===== config.mk =====
export PLATFORM = sky130hd
export DESIGN_NAME = alu_cmd_pipe
export DESIGN_NICKNAME = d
export VERILOG_FILES = /design/src/rtl/alu_cmd_pkg.sv /design/src/rtl/alu_cmd_fifo.sv /design/src/rtl/alu_cmd_pipe.sv
export SDC_FILE = /design/constraint.sdc
export NUM_CORES = 1
export LEC_CHECK = 0
export BUFFER_PORTS_ARGS = -buffer_cell sky130_fd_sc_hd__buf_2
export CAP_MARGIN = 10
export CORE_UTILIZATION = 45
export DETAILED_ROUTE_END_ITERATION = 12
export PLACE_DENSITY = 0.67
export SYNTH_ARGS = -nofsm -noshare
export SYNTH_HDL_FRONTEND = slang
export SYNTH_SLANG_ARGS = --single-unit

===== constraint.sdc =====
create_clock -name clk -period 5.15 [get_ports clk]
set_input_delay 1.03 -clock clk [delete_from_list [all_inputs] [get_ports clk]]
set_output_delay 1.03 -clock clk [all_outputs]
set_load 0.02 [all_outputs]

===== src/rtl/alu_cmd_pkg.sv =====
// rtl/alu_cmd_pkg.sv - shared opcodes, FSM encoding, command layout and opcode legality check
package alu_cmd_pkg;

  localparam logic [3:0] OP_AND   = 4'b0000;
  localparam logic [3:0] OP_NAND  = 4'b0001;
  localparam logic [3:0] OP_OR    = 4'b0010;
  localparam logic [3:0] OP_XOR   = 4'b0011;
  localparam logic [3:0] OP_XNOR  = 4'b0100;
  localparam logic [3:0] OP_NOR   = 4'b0101;
  localparam logic [3:0] OP_NOT   = 4'b0110;
  localparam logic [3:0] OP_ADD   = 4'b0111;
  localparam logic [3:0] OP_SUB   = 4'b1000;
  localparam logic [3:0] OP_MUL   = 4'b1001;
  localparam logic [3:0] OP_SHIFT = 4'b1010;

  localparam int CMD_W = 13;

  typedef enum logic [1:0] {
    IDLE = 2'd0,
    EXEC = 2'd1,
    HOLD = 2'd2
  } state_t;

  typedef struct packed {
    logic [3:0] a;
    logic [3:0] b;
    logic       cin;
    logic [3:0] opcode;
  } cmd_t;

  function automatic logic is_legal_opcode(input logic [3:0] op);
    return (op <= OP_SHIFT);
  endfunction

endpackage


===== src/rtl/alu_cmd_fifo.sv =====
// rtl/alu_cmd_fifo.sv - command FIFO; push is refused when full, pop is ignored when empty
module alu_cmd_fifo #(
  parameter int DEPTH = 4,
  parameter int WIDTH = 13
) (
  input  logic                     clk,
  input  logic                     rst_n,
  input  logic                     push,
  input  logic [WIDTH-1:0]         push_data,
  input  logic                     pop,
  output logic [WIDTH-1:0]         pop_data,
  output logic                     full,
  output logic                     empty,
  output logic [$clog2(DEPTH):0]   count
);

  localparam int AW = $clog2(DEPTH);

  logic [WIDTH-1:0] mem [DEPTH];
  logic [AW-1:0]    wptr;
  logic [AW-1:0]    rptr;
  logic             do_push;
  logic             do_pop;

  assign full     = (count == (AW+1)'(DEPTH));
  assign empty    = (count == '0);
  assign do_push  = push && !full;
  assign do_pop   = pop && !empty;
  assign pop_data = mem[rptr];

  always_ff @(posedge clk) begin
    if (do_push) mem[wptr] <= push_data;
  end

  // DEPTH is a power of two, so pointers wrap by natural overflow
  always_ff @(posedge clk or negedge rst_n) begin
    if (!rst_n) begin
      wptr  <= '0;
      rptr  <= '0;
      count <= '0;
    end else begin
      if (do_push) wptr <= wptr + AW'(1);
      if (do_pop)  rptr <= rptr + AW'(1);
      case ({do_push, do_pop})
        2'b10:   count <= count + (AW+1)'(1);
        2'b01:   count <= count - (AW+1)'(1);
        default: count <= count;
      endcase
    end
  end

endmodule


===== src/rtl/alu_cmd_pipe.sv =====
// rtl/alu_cmd_pipe.sv - FIFO-fed register stage around a combinational 4-bit ALU with valid/ready results
// Optional ALU_CMD_STATS_EN adds saturating stat_ops/stat_errs counters.
module alu_cmd_pipe
  import alu_cmd_pkg::*;
#(
  parameter int DEPTH = 4,
  parameter int CNTW  = 16
) (
  input  logic                   clk,
  input  logic                   rst_n,
  input  logic                   cmd_valid,
  output logic                   cmd_ready,
  input  logic [3:0]             cmd_a,
  input  logic [3:0]             cmd_b,
  input  logic                   cmd_cin,
  input  logic [3:0]             cmd_opcode,
  output logic [3:0]             alu_a,
  output logic [3:0]             alu_b,
  output logic                   alu_cin,
  output logic [3:0]             alu_opcode,
  input  logic [3:0]             alu_y,
  input  logic [7:0]             alu_y8,
  input  logic [3:0]             alu_cout,
  output logic                   res_valid,
  input  logic                   res_ready,
  output logic [7:0]             res_data,
  output logic [3:0]             res_cout,
  output logic [3:0]             res_opcode,
  output logic                   res_err,
`ifdef ALU_CMD_STATS_EN
  output logic [CNTW-1:0]        stat_ops,
  output logic [CNTW-1:0]        stat_errs,
`endif
  output logic [$clog2(DEPTH):0] fifo_count
);

  state_t             state;
  state_t             state_next;
  cmd_t               push_cmd;
  cmd_t               head;
  logic [CMD_W-1:0]   head_bits;
  logic               full;
  logic               empty;
  logic               pop;
  logic               head_legal;

  assign push_cmd   = '{a: cmd_a, b: cmd_b, cin: cmd_cin, opcode: cmd_opcode};
  assign head       = cmd_t'(head_bits);
  assign head_legal = is_legal_opcode(head.opcode);
  assign cmd_ready  = !full;
  assign res_valid  = (state == HOLD);

  alu_cmd_fifo #(
    .DEPTH (DEPTH),
    .WIDTH (CMD_W)
  ) u_fifo (
    .clk       (clk),
    .rst_n     (rst_n),
    .push      (cmd_valid),
    .push_data (push_cmd),
    .pop       (pop),
    .pop_data  (head_bits),
    .full      (full),
    .empty     (empty),
    .count     (fifo_count)
  );

  always_ff @(posedge clk or negedge rst_n) begin
    if (!rst_n) state <= IDLE;
    else        state <= state_next;
  end

  always_comb begin
    state_next = state;
    pop        = 1'b0;
    case (state)
      IDLE: begin
        if (!empty) begin
          pop        = 1'b1;
          state_next = head_legal ? EXEC : HOLD;
        end
      end
      EXEC: state_next = HOLD;
      HOLD: begin
        if (res_ready) begin
          if (!empty) begin
            pop        = 1'b1;
            state_next = head_legal ? EXEC : HOLD;
          end else begin
            state_next = IDLE;
          end
        end
      end
      default: state_next = IDLE;
    endcase
  end

  // Illegal opcodes bypass the ALU and leave the alu_* registers untouched
  always_ff @(posedge clk or negedge rst_n) begin
    if (!rst_n) begin
      alu_a      <= '0;
      alu_b      <= '0;
      alu_cin    <= 1'b0;
      alu_opcode <= '0;
      res_data   <= '0;
      res_cout   <= '0;
      res_opcode <= '0;
      res_err    <= 1'b0;
    end else begin
      if (pop && head_legal) begin
        alu_a      <= head.a;
        alu_b      <= head.b;
        alu_cin    <= head.cin;
        alu_opcode <= head.opcode;
      end
      if (state == EXEC) begin
        res_data   <= (alu_opcode == OP_MUL) ? alu_y8 : {4'b0000, alu_y};
        res_cout   <= (alu_opcode == OP_ADD || alu_opcode == OP_SUB) ? alu_cout : 4'b0000;
        res_opcode <= alu_opcode;
        res_err    <= 1'b0;
      end else if (pop && !head_legal) begin
        res_data   <= '0;
        res_cout   <= '0;
        res_opcode <= head.opcode;
        res_err    <= 1'b1;
      end
    end
  end

`ifdef ALU_CMD_STATS_EN
  always_ff @(posedge clk or negedge rst_n) begin
    if (!rst_n) begin
      stat_ops  <= '0;
      stat_errs <= '0;
    end else if (res_valid && res_ready) begin
      if (stat_ops != '1)             stat_ops  <= stat_ops + CNTW'(1);
      if (res_err && stat_errs != '1) stat_errs <= stat_errs + CNTW'(1);
    end
  end
`endif

endmodule


==> results.toml <==
[worst_hold_path]
hold_depth = 1
min_path_type = "reg -> reg"
min_to = "alu_b[2]"
hp-start = "alu_b[2]"

[logic_synthesis]
yosysTopAreaCell = "edfxtp_1"
syn_inst = 199
ys_seq_area_share_pct = 70.0
synth_top_area_share_pct = 43.1
synth_xor_area_share_pct = 1.45
syn_nets = 238
syn_area_sq_um = 3630
yosysUniqueCellTypes = 38
yosys_register_bits = 91
synth_simple_gate_area_share_pct = 4.31
synth_fa_ha_area_share_pct = 2.28
avgSynthCellArea_sq_um = 18.2
yosys-mux-area-fraction_pct = 13.5
synth.area.top_cells = "edfxtp_1, dfrtp_1, mux4_2"
ys_warn_count = 0
synth_top_family_by_area = "multiplexers"
synth_compound_area_share_pct = 6.49

[global_route]
grt_pass1_vias = 2026
antenna_found_initial = 0
grtUsageMet1_pct = 20.6
met3_usage_pct = 3.98
track_usage_pct = 16.0
grt_pass1_wl_um = 10100
grt_max_degree = 40
busiest_layer = "met2"
grt_overflow = 0
use_met2_pct = 25.8

[clocking]
postCtsSetupRepairBufs = 0
clock_sinks = 91
clk_latency_ns = 0.35
cts_hold_repair.buffers = 0
cts_tree = "built"
cts-resized-gates = 0
cts-root-buf = "clkbuf_8"
cts_max_level = 3
path_clk_slew_ns = 0.09
cts_max_path_buffers = 2
numCtsBuffers = 9

[place]
gp_congestion = 0.687
dp_hpwl_um = 4000
io_buffer_count = 67
place_ws_ns = 2.26

[sta]
relSlewSlack_pct = 40.8
setup_viol = 0
layout_min_cycle_time_ns = 2.84
setup_slack_ns = 2.31
tns_ns = 0
finalHoldViolCount = 0
skew_ns = 0.00894
max_freq_mhz = 352
finalCritPeriodShare_pct = 55.1
maxSlewViolCount = 0
rsz0062_at_grt = "no"
worst_slew_pin_slew_ns = 0.888

[run]
drv_cap = 0

[critical_path]
startpoint_type = "flop"
setup.worst_path.class = "reg -> reg"
rr_worst_depth = 4
cp_max_fo = 15
critPathRequiredTime_ns = 5.38
cp_data_arrival_time_ns = 3.07
r2r_slack_ns = 2.31
r2r_start = "u_fifo.rptr[0]"
reg2reg_to = "alu_b[3]"
end_kind = "flop"

[power_and_ir_drop]
power_frac_seq_pct = 43.6
p_int_mw = 1.74
switching_share_pct = 35.6
leakagePower_nw = 1.78
total_power_mw = 2.70
p_switching_mw = 0.959
power_frac_clock_pct = 19.5
combPwrFrac_pct = 36.9
ir_worst_vdd_mv = 0.217
powerDensity_nw_per_um2 = 630

[final_layout]
diodes = 0
fin_util_pct = 55.1
layout_common_cells = "buf_2, edfxtp_1, dfrtp_1, mux4_2, mux2_1"
drive_gt1_share_pct = 37.3
synthToLayoutAreaGrowth_pct = 17.9
layout.nets = 310
final_common_cell = "buf_2"

[routing]
wirelength_um = 6100
antenna_left = 0
dr.pass1.iters = 4
drcViolationCount = 0
vias = 1976
drt-wirelength-per-cell_um = 16.1
drt_iter0_drc = 32
via_per_inst = 5.23

[die]
dieArea_sq_um = 8420
start_util_pct = 46.7
die_height_um = 91.8
core_sq_um = 7770
die_w_um = 91.8
ios = 68
std_cell_rows = 32

[run_status]
run_status = "finished clean"
## cells by family after synthesis
| group | count (synthesis) |
|---|---|
| AO/OA/AOI/OAI | 27 |
| multiplexers | 31 |
| flip-flops | 91 |
| AND/OR/NAND/NOR | 23 |
| XOR/XNOR | 6 |
| buffers and inverters | 15 |
| adder cells (fa/ha/maj) | 6 |
## state kept, by name, indices dropped and copies added (netlist names), 2 cells and up
register and count:
alu_b 4, res_opcode 4, u_fifo.wptr 2, alu_opcode 4
u_fifo.count 3, res_data 8, u_fifo.mem 52, state 2
alu_a 4, u_fifo.rptr 2, res_cout 4
## worst max path at each step
stage          slack (ns)         endpoint           start
6_report             2.31         alu_b[3]  u_fifo.rptr[0]
5_1_grt              2.07         alu_b[3]  u_fifo.rptr[0]
4_1_cts              2.22         alu_b[3]  u_fifo.rptr[0]
3_5_place_dp         2.26         alu_b[3]  u_fifo.rptr[0]
3_3_place_gp         2.33         alu_b[3]  u_fifo.rptr[0]
2_1_floorplan        2.47  u_fifo.count[2]       res_ready
## layout make-up
type	instances	area (sq um)
timing repair buffer	68	343
sequential	91	2540
clock buffer	10	128
multi-input combinational	93	1020
fill	648	3490
tap	102	128
clock inverter	6	95.1
inverter	8	30.0
## critical path, cell delays in order, from the launching register on
cell and delay [ns]:
dfrtp_1 0.92, mux4_2 0.66, a21o_1 0.30, a21oi_4 0.45
mux2_2 0.39
## synthesized netlist by cell type, drive strengths merged
library cell and number:
a21o 2, a21oi 6, a221o 2, a22o 9, and2 2, and3 4, buf 5, clkbuf 2
dfrtp 39, edfxtp 52, fa 1, ha 5, inv 8, mux2 13, mux2i 5, mux4 13
nand2 1, nand2b 1, nand3 1, nand4b 1, nor2 4, nor2b 4, nor3 1, nor4b 1
nor4bb 1, o211a 2, o21ai 1, o22a 1, o2bb2ai 4, or3 1, or4b 1, xnor2 4
xor2 2
## metrics by stage
step	std cells	hold WS [ns]	area [sq um]
floorplan	199	0.534	3630
global placement	362	0.465	4050
detailed placement	362	0.474	4050
CTS	378	0.495	4280
global route	378	0.521	4280
finish	378	0.489	4280
## metal layers
metal / share of wire, % / routed length, um
met1: 45 / 2740
met2: 48 / 2940
met3: 5.2 / 319
met4: 1.7 / 106
met5: 0 / 0
## power groups by stage
stage | Combinational (mW) | Clock (mW) | Sequential (mW)
finish | 0.994 | 0.525 | 1.18
detailed placement | 1.00 | 0 | 1.20
global route | 1.09 | 0.567 | 1.21
CTS | 1.01 | 0.541 | 1.18
global placement | 0.985 | 0 | 1.19
floorplan | 0.678 | 0 | 1.26
(Power assumes the default switching activity.)
